### src/rtl/gate_seq_pkg.sv
// Shared definitions for the gate operand sequencer: mode encodings,
// key count and a counter-width helper that keeps 1-cycle parameters legal.
package gate_seq_pkg;

  typedef enum logic [1:0] {
    MODE_MANUAL = 2'b00,
    MODE_AUTO   = 2'b01,
    MODE_HOLD   = 2'b10
  } mode_e;

  localparam int unsigned NUM_KEYS = 2;

  // Width of a counter that runs 0..n-1; never narrower than one bit.
  function automatic int unsigned cnt_width(input int unsigned n);
    return (n > 1) ? $clog2(n) : 1;
  endfunction

endpackage

### src/rtl/key_debounce.sv
// One board button: 2-flop synchronizer, stability counter, debounced
// level (1 = pressed) and a single-cycle press pulse on the 0->1 edge.
module key_debounce
  import gate_seq_pkg::*;
#(
  parameter int unsigned DEBOUNCE_CYCLES = 500000
) (
  input  logic clock,
  input  logic reset_n,
  input  logic key_raw,
  output logic level,
  output logic press
);

  localparam int unsigned   CW       = cnt_width(DEBOUNCE_CYCLES);
  localparam logic [CW-1:0] CNT_LAST = CW'(DEBOUNCE_CYCLES - 1);

  logic          sync_meta;
  logic          sync_out;
  logic [CW-1:0] count;
  logic          differ;

  // Raw key is active-low; compare its pressed sense with the held level.
  assign differ = (~sync_out) != level;

  // Two-stage synchronizer for the asynchronous button input.
  // NOTE: synchronizer flops reset to 1 so a held reset looks like a released key.
  always_ff @(posedge clock or negedge reset_n) begin
    if (!reset_n) begin
      sync_meta <= 1'b1;
      sync_out  <= 1'b1;
    end else begin
      // NOTE: non-blocking assignments keep the two stages a true shift register.
      sync_meta <= key_raw;
      sync_out  <= sync_meta;
    end
  end

  // Count consecutive disagreeing cycles; flip the level once the run is long enough.
  always_ff @(posedge clock or negedge reset_n) begin
    if (!reset_n) begin
      count <= '0;
      level <= 1'b0;
      press <= 1'b0;
    end else begin
      press <= 1'b0;
      if (!differ) begin
        count <= '0;
      end else if (count == CNT_LAST) begin
        count <= '0;
        level <= ~level;
        press <= ~level;
      end else begin
        count <= count + 1'b1;
      end
    end
  end

endmodule

### src/rtl/gate_sequencer.sv
// Drives operands a/b of a gate datapath either straight from two debounced
// buttons (MANUAL), from a timed 2-bit step counter (AUTO), or from that
// counter frozen and single-stepped by hand (HOLD). Both buttons together
// toggle between MANUAL and the automatic modes.
module gate_sequencer
  import gate_seq_pkg::*;
#(
  parameter int unsigned DEBOUNCE_CYCLES = 500000,
  parameter int unsigned STEP_CYCLES     = 25000000
) (
  input  logic       clock,
  input  logic       reset_n,
  input  logic [1:0] key,
  output logic       a,
  output logic       b,
  output logic [1:0] mode,
  output logic       step_strobe
);

  localparam int unsigned   TW         = cnt_width(STEP_CYCLES);
  localparam logic [TW-1:0] TIMER_LAST = TW'(STEP_CYCLES - 1);

  logic [NUM_KEYS-1:0] level;
  logic [NUM_KEYS-1:0] press;
  logic [NUM_KEYS-1:0] press_eff;
  logic                both_q;
  logic                chord;

  mode_e               state;
  mode_e               state_next;
  logic [1:0]          step;
  logic [1:0]          step_next;
  logic [TW-1:0]       timer;
  logic [TW-1:0]       timer_next;
  logic                strobe_next;

  for (genvar i = 0; i < NUM_KEYS; i++) begin : g_key
    key_debounce #(
      .DEBOUNCE_CYCLES(DEBOUNCE_CYCLES)
    ) u_debounce (
      .clock  (clock),
      .reset_n(reset_n),
      .key_raw(key[i]),
      .level  (level[i]),
      .press  (press[i])
    );
  end

  // A chord is the first cycle with both levels high; it swallows any
  // single press pulse that arrives together with it.
  assign chord     = (&level) & ~both_q;
  assign press_eff = chord ? '0 : press;

  // State register plus step, dwell timer and strobe.
  always_ff @(posedge clock or negedge reset_n) begin
    if (!reset_n) begin
      state       <= MODE_MANUAL;
      step        <= 2'b00;
      timer       <= '0;
      step_strobe <= 1'b0;
      both_q      <= 1'b0;
    end else begin
      state       <= state_next;
      step        <= step_next;
      timer       <= timer_next;
      step_strobe <= strobe_next;
      both_q      <= &level;
    end
  end

  // Next-state and datapath update.
  always_comb begin
    // NOTE: every target gets a default first so no path can infer a latch.
    state_next  = state;
    step_next   = step;
    timer_next  = timer;
    strobe_next = 1'b0;
    case (state)
      MODE_MANUAL: begin
        if (chord) begin
          state_next = MODE_AUTO;
          step_next  = 2'b00;
          timer_next = '0;
        end
      end
      MODE_AUTO: begin
        if (chord) begin
          state_next = MODE_MANUAL;
          step_next  = 2'b00;
          timer_next = '0;
        end else begin
          if (timer == TIMER_LAST) begin
            timer_next  = '0;
            step_next   = step + 2'd1;
            strobe_next = 1'b1;
          end else if (!press_eff[0]) begin
            timer_next = timer + 1'b1;
          end
          // Entering HOLD freezes the timer where it stands.
          if (press_eff[0]) begin
            state_next = MODE_HOLD;
          end
        end
      end
      MODE_HOLD: begin
        if (chord) begin
          state_next = MODE_MANUAL;
          step_next  = 2'b00;
          timer_next = '0;
        end else if (press_eff[0]) begin
          state_next = MODE_AUTO;
          timer_next = '0;
        end else if (press_eff[1]) begin
          step_next   = step + 2'd1;
          strobe_next = 1'b1;
        end
      end
      default: begin
        state_next = MODE_MANUAL;
        step_next  = 2'b00;
        timer_next = '0;
      end
    endcase
  end

  // Output selection from registered state only.
  always_comb begin
    mode = state;
    if (state == MODE_MANUAL) begin
      a = level[0];
      b = level[1];
    end else begin
      a = step[0];
      b = step[1];
    end
  end

endmodule

### config.mk
export PLATFORM = sky130hd
export DESIGN_NAME = gate_sequencer
export DESIGN_NICKNAME = d
export VERILOG_FILES = /design/src/rtl/gate_seq_pkg.sv /design/src/rtl/key_debounce.sv /design/src/rtl/gate_sequencer.sv
export SDC_FILE = /design/constraint.sdc
export NUM_CORES = 1
export LEC_CHECK = 0
export BUFFER_PORTS_ARGS = -buffer_cell sky130_fd_sc_hd__buf_2
export CORE_MARGIN = 2
export CORE_UTILIZATION = 60
export CTS_CLUSTER_SIZE = 28
export DETAILED_ROUTE_END_ITERATION = 12
export PLACE_DENSITY = 0.76
export SYNTH_ARGS = -nofsm -noshare
export SYNTH_HDL_FRONTEND = slang
export SYNTH_SLANG_ARGS = --single-unit
### constraint.sdc
create_clock -name clock -period 4.21 [get_ports clock]
set_clock_uncertainty 0.1 [all_clocks]
set_input_delay 0.842 -clock clock [delete_from_list [all_inputs] [get_ports clock]]
set_output_delay 0.842 -clock clock [all_outputs]
set_load 0.05 [all_outputs]
==> reports/metrics.csv, run 1 <==
metric;value;unit
outcome;finished, violations left;
failing checks;DRC;
Req. time, crit path;3.27;ns
area leader, netlist;dfrtp_1;
area share of the largest cell type after synthesis;45.51;%
Gates resized, CTS repair;0;
maximum root-to-sink buffer count;2;
DIE AREA;7360;µm²
Worst-path clk slew;0.07;ns
met2 WL;3716;µm
vias per inst;6.075;
Seq cells post-synth;77;
CTS hold repair buffers;0;
clk root buf;clkbuf_8;
Seq/Total Area, Yosys;48.13;%
DRT antenna net count;0;
WS Path Type;reg2out;
Initial Util;62.50;%
min cycle time layout;2.727;ns
Cell Area, Synth;4014;µm²
ranking of synthesized cells by area;dfrtp_1 (46%), nor2_1 (5.4%), xor2_1 (4.8%), nand2_1 (3.9%), nand3_1 (3.4%);
H-Tree Depth;3;
DR pass1 iterations;10;
Tcrit/Tclk final;64.77;%
syn_nets;430;
setup TNS;0;ns
CTS Buf Count;9;
largest net degree at the start of global routing;78;
die width;85.79;µm
CP max FO;7;
clk sink count;77;
hold crit path type;reg2reg;
top layer reached by signal wires;met4;
DRT met1 WL;3645;µm
total gr overflow;0;
initial antenna violation count;0;
Cells after Synth;419;
met3 WL post-DR;272;µm
I/O pin count;9;
initial DRC count;233;
CP Data Arrival Time;1.78;ns
final setup violation count;0;
Wirelength per Cell;15.27;µm
top_reg_cell synth;dfrtp_1;
critical path launch point type;flop;
P_leak;1.801;nW
max frequency;366.7;MHz
synth warn;0;
DRC;1;
Max Cap Viol;0;
Row Count;29;
first-pass GRT wire length;13540;µm
vias post-DR;3086;
final net count;438;
Yosys cell types;55;
Pwr Density;296.1;nW/µm²
Die H;85.79;µm
diodes inserted;0;
Mean Syn Cell Area;9.580;µm²
RSZ-0062 raised after global routing;false;
Final Max Slew Viols;0;
IO buf count;8;
Core Footprint;6422;µm²
Fin. Hold Viols;0;
max_slew headroom;30.16;%
final wirelength;7758;µm
Post-synth EDFFs;0;
worst slew pin tran;1.048;ns
placed wire-length estimate;5116;µm
vias in the first global route;2924;
Max IR drop VDD;0.0001989;V
crit end category;output pin;
Global Route Usage Sum;22.84;%
setup repair bufs after CTS;0;
final core utilization;66.32;%
routability-driven placement congestion ratio;0.8090;
layout cells sized above 1;8.585;%
async set-reset flop share out of synthesis;100.0;%
Clk Latency, worst-skew pair;0.34;ns
CTS tree;done;
Area Growth Syn to Fin;6.110;%
-- layer usage --
| layer | up-vias | global-route usage [%] |
|---|---|---|
| li1 | 1519 | - |
| met1 | 1484 | 31.35 |
| met2 | 72 | 36.79 |
| met3 | 11 | 3.176 |
| met4 | 0 | 9.524 |
| met5 | - | 0 |
-- where the power goes --
part	switching (mW)	internal (mW)
sequential	0.00795	0.747
combinational	0.0230	0.00654
clock	0.250	0.226
total	0.281	0.980
-- cell families after synthesis --
logic type               count (synthesis)  synth area share, %
XOR/XNOR                                36                7.855
AND/OR/NAND/NOR                        208                26.78
flip-flops                              77                48.13
multiplexers                             7                1.933
AO/OA/AOI/OAI                           64                10.97
adder cells (fa/ha/maj)                  7                2.182
buffers and inverters                   20                2.151
-- worst max-delay path, cell delays in order (launching register included) --
cell     delay, ns
dfrtp_1       0.44
inv_1         0.10
ha_1          0.33
mux2_2        0.37
buf_2         0.21
-- state kept, by name, indices dropped and copies added (netlist names) --
register / cells
g_key.u_debounce.press: 2
g_key.u_debounce.sync_out: 2
both_q: 1
g_key.u_debounce.count: 38
step: 2
step_strobe: 1
mode: 2
timer: 25
g_key.u_debounce.sync_meta: 2
g_key.u_debounce.level: 2
-- cells in the final DEF, fill, tap and decap left out, drive strengths merged, types with 13 or more instances in the layout --
master / count
o21ai: 22
nand4: 15
clkbuf: 13
nand2: 42
dfrtp: 73
xor2: 22
xnor2: 14
nor2: 58
nor3: 14
nand3: 27
-- per-stage QoR --
stage	instance area (µm²)	worst slack [ns]	hold slack (ns)	std cells	power [mW]
4_1_cts	4259	1.471	0.2595	508	1.272
3_3_place_gp	4100	1.804	0.2460	493	0.7990
6_report	4259	1.483	0.2587	508	1.261
2_1_floorplan	4014	1.686	0.2452	419	0.7796
3_5_place_dp	4100	1.684	0.2488	493	0.8002
5_1_grt	4259	1.415	0.2676	508	1.308
-- cell usage after synthesis, drive strengths merged, types with 5 or more instances --
cell     n
a21oi    9
a22o     5
a31oi    6
and2     5
and3    10
and4     6
clkbuf   7
dfrtp   73
ha       7
inv      9
nand2   42
nand3   27
nand4   15
nor2    58
nor3    14
nor4     8
o21ai   22
xnor2   14
xor2    22
-- final cells by class --
class,count,area [µm²]
well taps,77,96.34
fillers,511,2163
inverters,9,33.78
repair buffers,8,42.54
multi-input cells,322,1996
flip-flops and latches,77,1932
clock buffers,13,148.9
clock inverters,2,10.01
-- final timing paths --
check | start | to | slack [ns] | depth (start not counted)
worst min-delay path | g_key[0].u_debounce.sync_meta$_DFF_PN1_ | g_key[0].u_debounce.sync_out$_DFF_PN1_ | 0.26 | 0
worst max register to register | mode[0]$_DFFE_PN0P_ | timer[21]$_DFFE_PN0P_ | 1.62 | 7
min in group asynchronous | reset_n | mode[0]$_DFFE_PN0P_ | 0.53 | 1
worst min register to register | g_key[0].u_debounce.sync_meta$_DFF_PN1_ | g_key[0].u_debounce.sync_out$_DFF_PN1_ | 0.26 | 0
max in group asynchronous | reset_n | g_key[1].u_debounce.count[6]$_DFF_PN0_ | 2.85 | 1
worst max-delay path | mode[1]$_DFFE_PN0P_ | a | 1.48 | 4
Power figures use the tool's default switching activity.
==> run 2: changes to the inputs <==
--- a/config.mk
+++ b/config.mk
@@ -5,12 +5,13 @@
 export SDC_FILE = /design/constraint.sdc
 export NUM_CORES = 1
 export LEC_CHECK = 0
+export ABC_AREA = 1
 export BUFFER_PORTS_ARGS = -buffer_cell sky130_fd_sc_hd__buf_2
 export CORE_MARGIN = 2
-export CORE_UTILIZATION = 60
+export CORE_UTILIZATION = 57
 export CTS_CLUSTER_SIZE = 28
 export DETAILED_ROUTE_END_ITERATION = 12
-export PLACE_DENSITY = 0.76
+export PLACE_DENSITY = 0.75
 export SYNTH_ARGS = -nofsm -noshare
 export SYNTH_HDL_FRONTEND = slang
 export SYNTH_SLANG_ARGS = --single-unit
==> constraint.sdc (replaced) <==
create_clock -name clock -period 2.45 [get_ports clock]
set_clock_uncertainty 0.1 [all_clocks]
set_input_delay 0.49 -clock clock [delete_from_list [all_inputs] [get_ports clock]]
set_output_delay 0.49 -clock clock [all_outputs]
set_load 0.05 [all_outputs]
==> run 2 against run 1 <==
Effect of this change:
- the run now ends clean
- synthesized area rose by 12%
- non-clock buffer count grew 4
- synthesized cell count increased by 42%
- clock power up 140%
- register-to-register slack got worse by 1.1 ns
- sequential cell count stayed put
- design area is 15% higher
- total power is 100% higher
- critical path depth stayed put
- largest cell class unchanged
==> reports/metrics.csv, run 2 <==
metric;value;unit;change
outcome;completed;;
max FFs per register;38;;unchanged
initial antenna violation count;0;;unchanged
total gr overflow;0;;unchanged
Yosys cell types;32;;-42%
worst slew pin tran;0.4175;ns;-0.6302 ns
RSZ-0062 raised after global routing;false;;
die width;92.61;µm;+7.9%
Wirelength per Cell;12.94;µm;-15%
CP Data Arrival Time;1.66;ns;-0.12 ns
P_leak;2.009;nW;+12%
Buf/Inv on CP;2;;unchanged
final setup violation count;0;;unchanged
Initial Util;58.52;%;-4.0 points
crit-path cells;inv_1 > ha_1 > o21ai_0 > buf_2;;
Tcrit/Tclk final;91.63;%;
Clk Latency, worst-skew pair;0.35;ns;about the same
syn_nets;605;;+41%
Post-synth EDFFs;0;;unchanged
Max IR drop VDD;0.0004223;V;+110%
CP max FO;6;;-1
CTS hold repair buffers;1;;+1
Req. time, crit path;1.86;ns;-1.41 ns
family with the most delay on the worst path;flip-flops;;
Max Cap Viol;0;;unchanged
min cycle time layout;2.245;ns;
Core Footprint;7647;µm²;+19%
first-pass GRT wire length;16290;µm;+20%
initial DRC count;154;;-34%
critical path launch point type;flop;;
hold crit path type;in2reg;;
Mean Syn Cell Area;7.535;µm²;-21%
area share of the largest cell type after synthesis;40.82;%;-4.7 points
DRC;0;;-1
largest registers;g_key.u_debounce.count (38), timer (25);;
most numerous cell in the Yosys netlist;nand2_1;;
placed instance area;4643;µm²;+13%
area leader, netlist;dfrtp_1;;
Row Count;32;;+10%
Overall Power;2.516;mW;+100%
layout cells sized above 1;10.68;%;+2.1 points
clk root buf;clkbuf_8;;
Seq/Total Area, Yosys;43.16;%;-5.0 points
maximum root-to-sink buffer count;2;;unchanged
setup repair bufs after CTS;0;;unchanged
vias in the first global route;3665;;+25%
ranking of synthesized cells by area;dfrtp_1 (41%), nand2_1 (12%), nor2_1 (8.1%), inv_1 (6.4%), xor2_1 (5.3%);;
I/O pin count;9;;unchanged
WS Path Type;reg2out;;
final net count;624;;+42%
final wirelength;9318;µm;+20%
placed wire-length estimate;6762;µm;+32%
routability-driven placement congestion ratio;0.8862;;+9.5%
Cell Area, Synth;4476;µm²;+12%
Commonest cells post-synth;nand2_1 (144), nor2_1 (96), inv_1 (76);;
DIE AREA;8577;µm²;+17%
Cells after Synth;594;;+42%
top_reg_cell synth;dfrtp_1;;
Fin. Hold Viols;0;;unchanged
hold_ws;0.1313;ns;-0.1274 ns
largest stage delay on the critical path;0.43;ns;about the same
CTS tree;done;;
Seq cells post-synth;77;;unchanged
Pwr Density;514.1;nW/µm²;+74%
max_slew headroom;71.91;%;+42 points
crit end category;output pin;;
IO buf count;8;;unchanged
Global Route Usage Sum;23.88;%;+1.0 points
vias per inst;5.264;;-13%
commonest non-fill, non-tap cell in the layout;nand2_1;;
Gates resized, CTS repair;0;;unchanged
CTS Buf Count;9;;unchanged
Final Max Slew Viols;0;;unchanged
max frequency;445.4;MHz;
largest register by flop count;g_key.u_debounce.count;;
post-route cell area;4893;µm²;+15%
Critical-path top delay cell;dfrtp_1;;
diodes inserted;0;;unchanged
H-Tree Depth;3;;unchanged
async set-reset flop share out of synthesis;100.0;%;unchanged
clk sink count;77;;unchanged
largest net degree at the start of global routing;49;;-37%
Die H;92.61;µm;+7.9%
Area Growth Syn to Fin;9.337;%;
DRT antenna net count;0;;unchanged
DR pass1 iterations;5;;-5
Worst-path clk slew;0.08;ns;about the same
commonest non-fill, non-tap cells in the layout;nand2_1 (144), nor2_1 (96), inv_1 (76), dfrtp_1 (73), nand3_1 (39);;
synth warn;0;;unchanged
vias post-DR;3790;;+23%
run 2: logic make-up after synthesis:
| logic type | after synthesis | synth area share (%) |
|---|---|---|
| xor+xnor | 34 | 6.654 |
| buf+inv | 85 | 7.744 |
| simple gates | 347 | 34.36 |
| flops | 77 | 43.16 |
| compound gates | 44 | 6.122 |
| fa+ha+maj | 7 | 1.957 |
run 2: metrics by stage:
stage	cells	setup WS, ns	setup TNS, ns	util [%]
finish	720	0.2050	0	63.99
global route	720	0.1111	0	63.99
CTS	720	0.1857	0	63.99
detailed placement	703	0.4986	0	60.72
global placement	703	0.5745	0	60.72
floorplan	594	-0.3156	-0.6311	-
run 2: worst paths after layout:
path                                                    startpoint                                      end  slack [ns]  cells past startpoint
max reg2reg                                   timer[0]$_DFFE_PN0P_                    timer[24]$_DFFE_PN0P_        0.49                     10
min                                                         key[0]  g_key[0].u_debounce.sync_meta$_DFF_PN1_        0.13                      1
min reg2reg                g_key[0].u_debounce.sync_meta$_DFF_PN1_   g_key[0].u_debounce.sync_out$_DFF_PN1_        0.26                      0
max in group asynchronous                                  reset_n   g_key[1].u_debounce.sync_out$_DFF_PN1_        1.11                      3
max                                            mode[0]$_DFFE_PN0P_                                        b        0.20                      4
min in group asynchronous                                  reset_n                    timer[10]$_DFFE_PN0P_        0.51                      2
run 2: cell type report:
cell class	instances	area, µm²
Clock inverter	4	95.09
Tap cell	102	127.6
Timing Repair Buffer	12	87.58
Sequential cell	77	1932
Inverter	81	309.0
Fill cell	665	2754
Multi-Input combinational cell	432	2197
Clock buffer	12	145.1
run 2: report_power, final:
part	total (mW)	internal (mW)	switching (mW)
Clock	1.16	0.704	0.456
Combinational	0.0636	0.0175	0.0461
Sequential	1.29	1.28	0.00871
Total	2.52	2.01	0.511
run 2: per-layer routing:
| layer | routed length (µm) | GRT usage [%] | vias to the layer above |
|---|---|---|---|
| li1 | - | - | 1919 |
| met1 | 4384 | 31.09 | 1779 |
| met2 | 4424 | 40.02 | 77 |
| met3 | 352 | 4.394 | 15 |
| met4 | 156 | 8.701 | 0 |
| met5 | 0 | 0 | - |
==> run 3: changes to the inputs <==
--- a/config.mk
+++ b/config.mk
@@ -8,10 +8,10 @@
 export ABC_AREA = 1
 export BUFFER_PORTS_ARGS = -buffer_cell sky130_fd_sc_hd__buf_2
 export CORE_MARGIN = 2
-export CORE_UTILIZATION = 57
+export CORE_UTILIZATION = 55
 export CTS_CLUSTER_SIZE = 28
 export DETAILED_ROUTE_END_ITERATION = 12
-export PLACE_DENSITY = 0.75
+export PLACE_DENSITY = 0.7
 export SYNTH_ARGS = -nofsm -noshare
 export SYNTH_HDL_FRONTEND = slang
 export SYNTH_SLANG_ARGS = --single-unit
==> constraint.sdc (replaced) <==
create_clock -name clock -period 2.6 [get_ports clock]
set_clock_uncertainty 0.1 [all_clocks]
set_input_delay 0.52 -clock clock [delete_from_list [all_inputs] [get_ports clock]]
set_output_delay 0.52 -clock clock [all_outputs]
set_load 0.05 [all_outputs]
==> run 3 against run 2 <==
Effect of this change:
- sequential share of layout area grew 0.32 points
- core utilization decreased by 1.8 points
- count of clock-buffer cells in the layout up 1
- hold slack got worse by 0.11 ns
- combinational power fell by 7.9%
- sequential cell count did not move
- routed wire length decreased by 2.4%
- first-iteration DRC count increased by 7.1%
- design area down 0.79%
- clock power down 18%
- total power shrank 11%
- critical path type unchanged
- highest routed layer unchanged
==> reports/metrics.csv, run 3 (synthesis gave the netlist of run 2 again) <==
metric;value;unit;change
outcome;completed;;
Final Max Slew Viols;0;;unchanged
DRT antenna net count;0;;unchanged
max_slew headroom;68.36;%;-3.5 points
Wirelength per Cell;12.65;µm;-2.2%
Flop pwr share;54.6;%;+3.2 points
Critical-path top delay cell;dfrtp_1;;
Core Footprint;7807;µm²;+2.1%
critical path launch point type;flop;;
initial antenna violation count;0;;unchanged
placed wire-length estimate;6709;µm;-0.78%
layout cells sized above 1;10.86;%;+0.18 points
Buf/Inv on CP;2;;unchanged
die width;94.21;µm;+1.7%
initial DRC count;165;;+7.1%
vias post-DR;3689;;-2.7%
Initial Util;57.32;%;-1.2 points
total gr overflow;0;;unchanged
clk sink count;77;;unchanged
multi-input logic area;2197;µm²;unchanged
worst slew pin tran;0.4745;ns;+0.05703 ns
Global Route Usage Sum;22.85;%;-1.0 points
Max IR drop VDD;0.0004301;V;+1.8%
DRC;0;;unchanged
Fin. Hold Viols;0;;unchanged
family with the most delay on the worst path;flip-flops;;
CP Data Arrival Time;1.67;ns;about the same
CTS tree;done;;
Pwr Density;459.9;nW/µm²;-11%
min cycle time layout;2.290;ns;
Row Count;32;;unchanged
first-pass GRT wire length;16100;µm;-1.2%
Gate power share;2.6;%;about the same
routability-driven placement congestion ratio;0.8894;;+0.36%
Clock power frac;42.8;%;-3.3 points
crit-path cells;inv_1 > ha_1 > o21ai_0 > buf_2;;
Max Cap Viol;0;;unchanged
final wirelength;9096;µm;-2.4%
DR pass1 iterations;4;;-1
CTS Buf Count;9;;unchanged
CTS hold repair buffers;0;;-1
H-Tree Depth;3;;unchanged
final core utilization;62.18;%;-1.8 points
P_leak;1.990;nW;-0.95%
commonest non-fill, non-tap cell in the layout;nand2_1;;
NetSw;485.9;µW;-4.8%
Req. time, crit path;1.98;ns;+0.12 ns
vias in the first global route;3579;;-2.3%
hold crit path type;in2async;;
Worst-path clk slew;0.08;ns;about the same
largest register by flop count;g_key.u_debounce.count;;
max frequency;436.8;MHz;
I/O pin count;9;;unchanged
largest registers;g_key.u_debounce.count (38), timer (25);;
reg-to-reg slack, setup;0.63;ns;+0.14 ns
Filler cells;719;;+8.1%
Tcrit/Tclk final;88.06;%;
Area Growth Syn to Fin;8.471;%;
CP max FO;6;;unchanged
largest net degree at the start of global routing;45;;-8.2%
clk root buf;clkbuf_8;;
DIE AREA;8875;µm²;+3.5%
Gates resized, CTS repair;0;;unchanged
diodes inserted;0;;unchanged
Die H;94.21;µm;+1.7%
register area;1932;µm²;unchanged
Clk Latency, worst-skew pair;0.35;ns;about the same
commonest non-fill, non-tap cells in the layout;nand2_1 (144), nor2_1 (96), inv_1 (76), dfrtp_1 (73), nand3_1 (39);;
post-route cell area;4855;µm²;-0.79%
Pint;1.747;mW;-13%
max FFs per register;38;;unchanged
placed instance area;4643;µm²;unchanged
vias per inst;5.131;;-2.5%
setup repair bufs after CTS;0;;unchanged
WS Path Type;reg2out;;
IO buf count;8;;unchanged
maximum root-to-sink buffer count;2;;unchanged
final net count;623;;-0.16%
largest stage delay on the critical path;0.43;ns;about the same
crit end category;output pin;;
switch share;21.76;%;+1.5 points
final setup violation count;0;;unchanged
RSZ-0062 raised after global routing;false;;
## run 3: cell count changes in the layout (fill, tap and decap cells not counted), sizes merged
cell,change
bufinv,-2
clkbuf,+1
clkinvlp,+1
dlygate4sd3,-1
## run 3: final timing paths
check                                                         from                                       to  cells past startpoint
min in group clock                                          key[0]  g_key[0].u_debounce.sync_meta$_DFF_PN1_                      1
min                                                        reset_n                     timer[9]$_DFFE_PN0P_                      1
max reg2reg                                   timer[0]$_DFFE_PN0P_                    timer[23]$_DFFE_PN0P_                     10
max                                            mode[0]$_DFFE_PN0P_                                        a                      4
min reg2reg                g_key[0].u_debounce.sync_meta$_DFF_PN1_   g_key[0].u_debounce.sync_out$_DFF_PN1_                      0
max in group asynchronous                                  reset_n  g_key[1].u_debounce.sync_meta$_DFF_PN1_                      2
## run 3: power groups by stage
stage          Clock (mW)  Combinational, mW  Sequential, mW
5_1_grt              1.04             0.0701            1.22
3_3_place_gp            0             0.0607            1.24
2_1_floorplan           0             0.0222            1.24
6_report            0.956             0.0586            1.22
4_1_cts             0.983             0.0614            1.22
3_5_place_dp            0             0.0612            1.24
## run 3: layer usage
| layer | vias to the layer above | GRT usage, % | part of all wire [%] |
|---|---|---|---|
| met5 | - | 0 | 0 |
| met4 | 0 | 8.575 | 1.8 |
| met3 | 11 | 2.648 | 2.7 |
| met2 | 53 | 36.61 | 46 |
| met1 | 1706 | 31.91 | 50 |
| li1 | 1919 | - | - |
## run 3: per-stage QoR
stage               power (mW)  hold WS [ns]  setup WS, ns  TNS [ns]  cells
detailed placement       1.303        0.2478        0.6595         0    703
floorplan                1.262        0.1244       -0.1956   -0.3911    594
finish                   2.232       0.02217        0.3104         0    719
CTS                      2.262       0.03069        0.2898         0    719
global placement         1.302        0.2465        0.7104         0    703
global route             2.325       0.05504        0.2141         0    719
## run 3: layout make-up
class	instances	share of cell area (%)
repair buffers	11	1.598
clock buffers	13	3.479
well taps	102	2.629
multi-input cells	432	45.26
clock inverters	3	0.8763
inverters	81	6.366
flip-flops and latches	77	39.79
